[config.mk]
export PLATFORM = sky130hd
export DESIGN_NAME = brick_field_engine
export DESIGN_NICKNAME = d
export VERILOG_FILES = /design/src/rtl/brick_field_engine.sv
export SDC_FILE = /design/constraint.sdc
export NUM_CORES = 1
export LEC_CHECK = 0
export ABC_AREA = 1
export BUFFER_PORTS_ARGS = -buffer_cell sky130_fd_sc_hd__buf_2
export CORE_MARGIN = 10
export CORE_UTILIZATION = 35
export DETAILED_ROUTE_END_ITERATION = 6
export PLACE_DENSITY = 0.54
export SETUP_SLACK_MARGIN = 0.1
export SYNTH_ARGS = -nofsm -noshare
export SYNTH_HDL_FRONTEND = slang
export SYNTH_SLANG_ARGS = --single-unit
[constraint.sdc]
create_clock -name clock -period 5.6 [get_ports clock]
set_input_delay 0.56 -clock clock [delete_from_list [all_inputs] [get_ports clock]]
set_output_delay 0.56 -clock clock [all_outputs]
set_load 0.05 [all_outputs]
[src/rtl/brick_field_engine.sv]
`timescale 1ns/1ps
// brick_field_engine
// Holds NUM_BLOCKS bricks (position + remaining hits). The bricks are loaded serially at the
// start of a level. On each accepted frame tick the engine scans every brick against the
// latched ball position and damages the lowest-index brick that was hit. It then repaints
// every brick through the pixel port and pulses done, and bounce when a brick was damaged.
//
// Ports
//   clock, reset        system clock, asynchronous active-high reset
//   restart             sync pulse: clear the field and return to loading
//   load_valid/ready    layout handshake; load_x/load_y/load_hits describe one slot
//   frame_start         1-cycle frame tick; ball_x/ball_y are latched when it is accepted
//   busy, done, bounce  pass status; done/bounce are 1-cycle pulses
//   remaining           number of bricks with hits != 0
//   all_cleared         remaining == 0 outside of loading
//   vga_x/y/colour/plot registered pixel stream
module brick_field_engine #(
    parameter int unsigned NUM_BLOCKS = 8,
    parameter int unsigned BLK_W      = 8,
    parameter int unsigned BLK_H      = 2,
    parameter int unsigned HIT_W      = 2
) (
    input  logic             clock,
    input  logic             reset,
    input  logic             restart,
    input  logic             load_valid,
    output logic             load_ready,
    input  logic [7:0]       load_x,
    input  logic [7:0]       load_y,
    input  logic [HIT_W-1:0] load_hits,
    input  logic             frame_start,
    input  logic [7:0]       ball_x,
    input  logic [7:0]       ball_y,
    output logic             busy,
    output logic             done,
    output logic             bounce,
    output logic [5:0]       remaining,
    output logic             all_cleared,
    output logic [7:0]       vga_x,
    output logic [7:0]       vga_y,
    output logic [2:0]       vga_colour,
    output logic             vga_plot
);

    localparam int unsigned IDXW = (NUM_BLOCKS > 1) ? $clog2(NUM_BLOCKS) : 1;
    localparam int unsigned NPIX = BLK_W * BLK_H;
    localparam int unsigned PXW  = (NPIX > 1) ? $clog2(NPIX) : 1;

    localparam logic [IDXW-1:0] LAST_IDX = IDXW'(NUM_BLOCKS - 1);
    localparam logic [PXW-1:0]  LAST_PX  = PXW'(NPIX - 1);

    localparam logic [2:0] StLoad = 3'd0;
    localparam logic [2:0] StIdle = 3'd1;
    localparam logic [2:0] StScan = 3'd2;
    localparam logic [2:0] StDraw = 3'd3;
    localparam logic [2:0] StFin  = 3'd4;

    logic [2:0]       state;
    logic [IDXW-1:0]  idx;       // load slot, scan brick and draw brick index
    logic [PXW-1:0]   px_cnt;    // raster position inside the current brick
    logic [7:0]       ball_xl;
    logic [7:0]       ball_yl;
    logic             damaged;   // a brick was already damaged in this pass
    logic [7:0]       blk_x    [NUM_BLOCKS];
    logic [7:0]       blk_y    [NUM_BLOCKS];
    logic [HIT_W-1:0] blk_hits [NUM_BLOCKS];
    logic             scan_hit;

    function automatic logic [2:0] hit_colour(input logic [HIT_W-1:0] h);
        int unsigned hv;
        hv = 32'(h);
        if (hv == 0)      return 3'b000;
        else if (hv == 1) return 3'b010;
        else if (hv == 2) return 3'b110;
        else              return 3'b100;
    endfunction

    // Bounds are compared 9 bits wide so a brick near x/y=255 never wraps onto low coordinates.
    always_comb begin
        scan_hit = 1'b0;
        if ((blk_hits[idx] != '0) &&
            ({1'b0, ball_xl} >= {1'b0, blk_x[idx]}) &&
            ({1'b0, ball_xl} <= {1'b0, blk_x[idx]} + 9'(BLK_W - 1)) &&
            ({1'b0, ball_yl} >= {1'b0, blk_y[idx]}) &&
            ({1'b0, ball_yl} <= {1'b0, blk_y[idx]} + 9'(BLK_H - 1))) begin
            scan_hit = 1'b1;
        end
    end

    assign load_ready  = (state == StLoad);
    assign all_cleared = (remaining == 6'd0) && (state != StLoad);

    always_ff @(posedge clock or posedge reset) begin
        if (reset) begin
            state      <= StLoad;
            idx        <= '0;
            px_cnt     <= '0;
            ball_xl    <= '0;
            ball_yl    <= '0;
            damaged    <= 1'b0;
            remaining  <= '0;
            busy       <= 1'b0;
            done       <= 1'b0;
            bounce     <= 1'b0;
            vga_x      <= '0;
            vga_y      <= '0;
            vga_colour <= '0;
            vga_plot   <= 1'b0;
            for (int i = 0; i < NUM_BLOCKS; i++) begin
                blk_x[i]    <= '0;
                blk_y[i]    <= '0;
                blk_hits[i] <= '0;
            end
        end else if (restart) begin
            state     <= StLoad;
            idx       <= '0;
            px_cnt    <= '0;
            damaged   <= 1'b0;
            remaining <= '0;
            busy      <= 1'b0;
            done      <= 1'b0;
            bounce    <= 1'b0;
            vga_plot  <= 1'b0;
            for (int i = 0; i < NUM_BLOCKS; i++) begin
                blk_hits[i] <= '0;
            end
        end else begin
            done     <= 1'b0;
            bounce   <= 1'b0;
            vga_plot <= 1'b0;
            case (state)
                StLoad: begin
                    if (load_valid) begin
                        blk_x[idx]    <= load_x;
                        blk_y[idx]    <= load_y;
                        blk_hits[idx] <= load_hits;
                        if (load_hits != '0) remaining <= remaining + 6'd1;
                        if (idx == LAST_IDX) begin
                            idx   <= '0;
                            state <= StIdle;
                        end else begin
                            idx <= idx + 1'b1;
                        end
                    end
                end
                StIdle: begin
                    if (frame_start) begin
                        ball_xl <= ball_x;
                        ball_yl <= ball_y;
                        busy    <= 1'b1;
                        damaged <= 1'b0;
                        idx     <= '0;
                        state   <= StScan;
                    end
                end
                StScan: begin
                    // Only the first (lowest-index) hit in a pass does damage.
                    if (scan_hit && !damaged) begin
                        blk_hits[idx] <= blk_hits[idx] - 1'b1;
                        damaged       <= 1'b1;
                        if (blk_hits[idx] == HIT_W'(1)) remaining <= remaining - 6'd1;
                    end
                    if (idx == LAST_IDX) begin
                        idx    <= '0;
                        px_cnt <= '0;
                        state  <= StDraw;
                    end else begin
                        idx <= idx + 1'b1;
                    end
                end
                StDraw: begin
                    vga_plot   <= 1'b1;
                    vga_x      <= blk_x[idx] + 8'(32'(px_cnt) % BLK_W);
                    vga_y      <= blk_y[idx] + 8'(32'(px_cnt) / BLK_W);
                    vga_colour <= hit_colour(blk_hits[idx]);
                    if (px_cnt == LAST_PX) begin
                        px_cnt <= '0;
                        if (idx == LAST_IDX) begin
                            idx   <= '0;
                            state <= StFin;
                        end else begin
                            idx <= idx + 1'b1;
                        end
                    end else begin
                        px_cnt <= px_cnt + 1'b1;
                    end
                end
                StFin: begin
                    done   <= 1'b1;
                    bounce <= damaged;
                    busy   <= 1'b0;
                    state  <= StIdle;
                end
                default: state <= StLoad;
            endcase
        end
    end

endmodule

==> summary.md, run 1 <==
| Metric | Value |
|---|---|
| Detailed placement HPWL | between 15000 and 20000 um |
| Grt total ovfl | 0 |
| IO buf count | 68 |
| Reg clk slew, reported paths | roughly 80 ps |
| Sequential fraction of the synthesis area | 46.70% |
| Row count | between 60 and 70 |
| Avg WL per Cell | roughly 16 um |
| Post-Syn Area | approximately 0.011 mm2 |
| Residual DRC count | 0 |
| Via count of the first global-routing pass | 8541 |
| Clk sinks | 199 |
| Post-route ant nets | 0 |
| Fill count | roughly 3100 |
| Clock latency on the worst-skew pair | between 400 and 500 ps |
| Setup violators final | 0 |
| Initial antenna violation count | 0 |
| FF/Latch Area | about 0.005 mm2 |
| Peak VDD IR | approximately 250 uV |
| Die Ht | roughly 190 um |
| First-pass GRT wire length | 47040 um |
| Initial core utilization | between 30% and 40% |
| Drt via density | between 4 and 5 |
| DRT Pass-1 Iters | 5 |
| Final Hold Viols | 0 |
| Synth Instances | roughly 1400 |
| Final critical-path required period | approximately 4400 ps |
| Routability cong. | around 0.81 |
| Post-synth EDFFs | 0 |
| Multi-input gate area | between 0.004 and 0.005 mm2 |
| Crit Path Max Fanout | 31 |
| Tot GR Track Use | 15.29% |
| Die span in x | just under 200 um |
| RSZ-0062 raised after global routing | false |
| Worst EP arrival | between 4000 and 5000 ps |
| Via count | 8728 |
| Layout cells sized above 1 | about 11% |
| CTS H-tree lvls | 4 |
| Layout Nets | 1485 |
| Rel. slew slack | 19.91% |
| Post-Syn Nets | 1443 |
| Max Cap Viol | 0 |
| CP endpoint kind | register |
| Hold Buf Count CTS | 0 |
| Top_reg_cell synth | dfrtp_1 |
| Number of synthesized register bits | ~200 |
| Drt total wl | 28510 um |
| Avg Inst Size Synth | between 7 and 8 um2 |
| Post-route clock skew | roughly 19 ps |
| Num CTS Buffers | 17 |
| Worst hold slack | a little under 300 ps |
| Post-CTS Setup Bufs | 0 |
| Critical Setup Path Class | register to register |
| Commonest non-fill, non-tap cell in the layout | nand2_1 |
| Diode count | 0 |
| HP Class | primary input to async pin |
| Fin. max-slew vios | 0 |
| Lkg Pwr | roughly 0.006 uW |
| Distinct cells, synth | 43 |
| CTS root buf | clkbuf_16 |
| Most frequent cells in the layout | 557 x nand2_1, 198 x dfrtp_1, 155 x o21ai_0 |
| Ports | 70 |
| Pwr Density | ~560 mW/mm2 |
| Crit start category | register |
| Die area | approximately 0.038 mm2 |
| Largest net degree at the start of global routing | 155 |
| Post-CTS sizing | 0 |
| FMAX | 0.2261 GHz |
| Async set-or-reset flop fraction in the synthesized netlist | between 90% and 100% |
| Area grow syn2layout | 10.86% |
| Worst-Margin Slew | 1199 ps |
| Yosys warns | 0 |
| Setup TNS | 0 ps |
| Fin crit share | 78.98% |
| CTS Buffer Depth | 2 |
| Iteration-0 DRC count of the detailed router | 680 |
| CTS tree | built |
| Worst Path Required | 5940 ps |
| Outcome | complete, no violations |
| Core region area | 0.02987 mm2 |
[Yosys cell counts (all sizes together), types with 3 or more instances]
| cell type | instances | area (um2) |
|---|---|---|
| a21oi | 26 | 130.1 |
| nand4 | 30 | 187.7 |
| clkbuf | 33 | 123.9 |
| nand3 | 29 | 205.2 |
| a22oi | 6 | 45.04 |
| mux2 | 14 | 157.7 |
| o21a | 3 | 22.52 |
| nor2 | 66 | 257.7 |
| xor2 | 19 | 166.4 |
| nand2 | 565 | 2146 |
| buf | 24 | 197.7 |
| ha | 48 | 600.6 |
| nor3 | 6 | 30.03 |
| o21ai | 157 | 785.8 |
| o31ai | 3 | 22.52 |
| a22o | 5 | 43.79 |
| and3 | 4 | 25.02 |
| dfrtp | 199 | 4980 |
| inv | 99 | 376.6 |
[registers in the layout (all words and copies together), names as in the netlist]
name / flops
ball_xl: 8
ball_yl: 8
blk_hits: 16
blk_x: 64
blk_y: 64
bounce: 1
busy: 1
damaged: 1
done: 1
idx: 3
px_cnt: 4
remaining: 6
state: 3
vga_colour: 2
vga_plot: 1
vga_x: 8
vga_y: 8
[metal layers]
metal | track usage (%) | up-vias | part of all wire, %
met2 | 24.16 | 141 | 45
met3 | 3.321 | 22 | 4.4
met4 | 4.060 | 0 | 1.1
met1 | 20.66 | 4133 | 49
met5 | 0 | - | 0
li1 | - | 4432 | -
[path summary, 6_finish.rpt]
check                      slack [ps]           end  cells after the start       from
min reg2reg                       480      vga_x[0]                      2   vga_x[0]
max                              1180  remaining[1]                     26     idx[2]
min in group clock                340    ball_yl[3]                      2  ball_y[3]
max in group asynchronous        4030     blk_y[54]                      4      reset
max reg2reg                      1180  remaining[1]                     26     idx[2]
min                               290    ball_yl[6]                      3      reset
[per-stage QoR]
step	util (%)	area [um2]	power, uW	worst slack [ps]	cells
after floorplan	-	10670	4609	2281	1354
after global placement	37.75	11280	5416	1317	1767
after detailed placement	37.75	11280	5451	1204	1767
after CTS	39.57	11820	6656	1191	1798
after global routing	39.57	11820	7211	595.3	1798
final	39.57	11820	6581	1177	1798
[critical path: stages, from the launching register on]
cell	delay (ps)
dfrtp_1	840
inv_2	300
nand3_1	200
inv_1	140
nand2_1	90
nand2_1	40
a221oi_1	210
nand2_1	230
ha_1	280
nand2_2	100
nor2_2	50
xor2_1	140
ha_1	290
nand2_1	100
inv_1	50
nand2_1	60
nand3_1	70
nand2_1	60
nand2_1	40
nand2_1	50
a21oi_1	60
nand2_1	120
nand3_2	120
nand2_4	300
nand3_2	200
nand2_1	130
nand2_1	50
[where the power goes]
group | switching, uW | total, uW | internal [uW]
Clock | 598 | 1180 | 580
Combinational | 2140 | 3180 | 1040
Sequential | 322 | 2220 | 1900
Total | 3060 | 6580 | 3520
[logic make-up (layout without fill, tap and decap cells)]
group	Yosys count	count (layout)	synth area share, %
simple gates	704	704	27.00
compound gates	209	209	10.51
flops	199	199	46.70
buf+inv	156	210	6.547
fa+ha+maj	50	50	6.007
xor+xnor	21	21	1.725
mux	14	14	1.478
other cells	1	1	0.03517
[cell type report]
class / count / area share (%)
Multi-Input combinational cell: 999 / 42.17
Clock inverter: 14 / 1.005
Tap cell: 390 / 4.127
Timing Repair Buffer: 80 / 3.746
Sequential cell: 199 / 42.13
Clock buffer: 17 / 3.598
Inverter: 99 / 3.217
Note: power is estimated with default switching activity, not from simulation.
==> run 2, diff against run 1 <==
==> constraint.sdc (replaced) <==
create_clock -name clock -period 3.56 [get_ports clock]
set_input_delay 0.356 -clock clock [delete_from_list [all_inputs] [get_ports clock]]
set_output_delay 0.356 -clock clock [all_outputs]
set_load 0.05 [all_outputs]
==> summary.md, run 2 (synthesized netlist as in run 1, its figures left out) <==
| Metric | Value |
|---|---|
| Outcome | finished, violations left |
| Violated checks | negative hold slack |
| CTS Buffer Depth | 2 (unchanged) |
| Layout Nets | 1571 (+5.8%) |
| Fin crit share | 98.19% (+19 points) |
| Post-route clock skew | 12.04 ps (-6.784 ps) |
| Worst Path Required | 3880 ps (-2060 ps) |
| Grt total ovfl | 0 (unchanged) |
| CTS tree | built |
| Fin. max-slew vios | 0 (unchanged) |
| CTS root buf | clkbuf_16 |
| RSZ-0062 raised after global routing | true |
| Crit Path Max Fanout | 8 (-74%) |
| Area grow syn2layout | 20.61% |
| HP Class | primary input to async pin |
| Lkg Pwr | 0.006632 uW (+7.9%) |
| Die area | 0.03785 mm2 (unchanged) |
| Fill count | 3020 (-3.6%) |
| Layout cells sized above 1 | 19.29% (+7.9 points) |
| Crit start category | register |
| Grt peak-use layer | met2 |
| Seq pwr share | 29.9% (-3.8 points) |
| Via count | 9165 (+5.0%) |
| Ports | 70 (unchanged) |
| Tot GR Track Use | 16.20% (+0.91 points) |
| Critical Setup Path Class | register to register |
| Setup slack after layout | 64.34 ps (-1113 ps) |
| Post-route ant nets | 0 (unchanged) |
| Worst-Margin Slew | 1167 ps (-31.16 ps) |
| Peak VDD IR | 432.6 uV (+74%) |
| CTS H-tree lvls | 4 (unchanged) |
| Clk sinks | 199 (unchanged) |
| Final instance area | 0.01286 mm2 (+8.8%) |
| CP cell instances | buf_6, nand3_4, inv_6, a22o_1, inv_1, nand4_1, inv_2, ha_4, inv_2, nor2_4, nor2_2, nand2_1, xor2_1, ha_1, a21o_1, a21oi_2, a21oi_1, nand2_1, nand3_4, nand2_8, buf_12, nand3_4, nand2_2, nand2_1 |
| Dpl ws | -104.2 ps (-1309 ps) |
| Via count of the first global-routing pass | 8984 (+5.2%) |
| Row count | 63 (unchanged) |
| Iteration-0 DRC count of the detailed router | 637 (-6.3%) |
| Detailed placement HPWL | 20740 um (+6.0%) |
| Clock power frac | 16.2% (-1.7 points) |
| Reg clk slew, reported paths | 70 ps (about the same) |
| Initial antenna violation count | 1 (+1) |
| Drt total wl | 30760 um (+7.9%) |
| Routability cong. | 0.9021 (+11%) |
| GRT met2 Usage | 25.66% (+1.5 points) |
| Die Ht | 194.6 um (unchanged) |
| Internal power | 6411 uW (+82%) |
| Fin cells | 1885 (+4.8%) |
| Max Cap Viol | 0 (unchanged) |
| Met1 Track Usage GR | 22.27% (+1.6 points) |
| Largest net degree at the start of global routing | 88 (-43%) |
| Net switching power | 5234 uW (+71%) |
| Pwr Density | 905.4 mW/mm2 (+63%) |
| Setup TNS | 0 ps (unchanged) |
| Most frequent cells in the layout | 543 x nand2_1, 196 x dfrtp_1, 149 x o21ai_0 |
| Worst EP arrival | 3820 ps (-940 ps) |
| Worst hold slack | -10.53 ps (-301.0 ps) |
| Routing usage on met3 | 3.270% (-0.052 points) |
| First-pass GRT wire length | 50160 um (+6.6%) |
| Switching share of power | 44.94% (-1.6 points) |
| Top flop regs | blk_x (64), blk_y (64), blk_hits (16) |
| Clock latency on the worst-skew pair | 440 ps (-20 ps) |
| Initial core utilization | 35.70% (unchanged) |
| IO buf count | 68 (unchanged) |
| Gate power share | 53.9% (+5.5 points) |
| CP max-delay cell | dfrtp_2 |
| Area post-placement | 0.01173 mm2 (+4.0%) |
| Residual DRC count | 0 (unchanged) |
| Num CTS Buffers | 17 (unchanged) |
| Core region area | 0.02987 mm2 (unchanged) |
| Die span in x | 194.6 um (unchanged) |
| Final Hold Viols | 20 (+20) |
| FMAX | 0.2861 GHz (+27%) |
| Commonest non-fill, non-tap cell in the layout | nand2_1 |
| Final critical-path required period | 3496 ps (-927.3 ps) |
| Setup violators final | 0 (unchanged) |
| CP endpoint kind | register |
| Avg WL per Cell | 16.32 um (+2.9%) |
| Drt via density | 4.862 (+0.16%) |
| DRT Pass-1 Iters | 5 (unchanged) |
| Worst path max stage delay | 490 ps (-350 ps) |
| Rel. slew slack | 22.09% (+2.2 points) |
| Total power | 11640 uW (+77%) |
| Cell total after placement | 1820 (+3.0%) |
-- run 2: critical path, delay by kind of cell (launching register included) --
| family | cells | cell delay [ps] |
|---|---|---|
| AO/OA/AOI/OAI | 4 | 610 |
| XOR/XNOR | 1 | 150 |
| adder cells (fa/ha/maj) | 2 | 400 |
| buffers and inverters | 6 | 610 |
| flip-flops | 1 | 490 |
| AND/OR/NAND/NOR | 11 | 1120 |
-- run 2: power groups by stage --
stage               clock network (uW)  registers, uW  logic [uW]
global placement                     0           3510        5470
CTS                               1920           3480        6000
detailed placement                   0           3510        5550
floorplan                            0           3730        3520
global route                      2010           3580        7060
finish                            1880           3480        6280
-- run 2: per-stage QoR --
step	utilization, %	hold slack, ps
after floorplan	-	441.5
after global placement	39.25	456.2
after detailed placement	39.25	462.1
after CTS	42.22	0.6007
after global routing	43.04	27.55
final	43.05	-10.53
-- run 2: final cells by class --
| type | instances | area (um2) | share of cell area (%) |
|---|---|---|---|
| antenna | 2 | 5.005 | 0.03891 |
| clock buffer | 17 | 425.4 | 3.307 |
| clock inverter | 13 | 122.6 | 0.9533 |
| inverter | 99 | 397.9 | 3.093 |
| multi-input combinational | 999 | 5197 | 40.41 |
| sequential | 199 | 4984 | 38.75 |
| tap | 390 | 488.0 | 3.794 |
| timing repair buffer | 166 | 1242 | 9.660 |
-- run 2: per-layer routing --
metal	wire, um	part of all wire [%]
met2	14190	46
met5	0	0
met1	14920	49
met3	1307	4.2
met4	331	1.1
-- run 2: what timing repair did --
action / in CTS / in global routing
hold buffers: 0 / 0
gates resized for setup: 33 / 48
setup endpoints to repair: 22 / 25
pin swaps: 18 / 26
cloned: 2 / 1
buffers inserted: 24 / 6
-- run 2: worst paths after layout --
check | from | end | slack (ps) | cells after the start
max | idx[1] | blk_hits[3] | 60 | 24
min | reset | ball_yl[0] | -10 | 2
max reg2reg | idx[1] | blk_hits[3] | 60 | 24
min reg2reg | vga_colour[1] | vga_colour[1] | 480 | 2
max in group asynchronous | reset | idx[2] | 2470 | 3
min in group clock | ball_y[7] | ball_yl[7] | 150 | 2
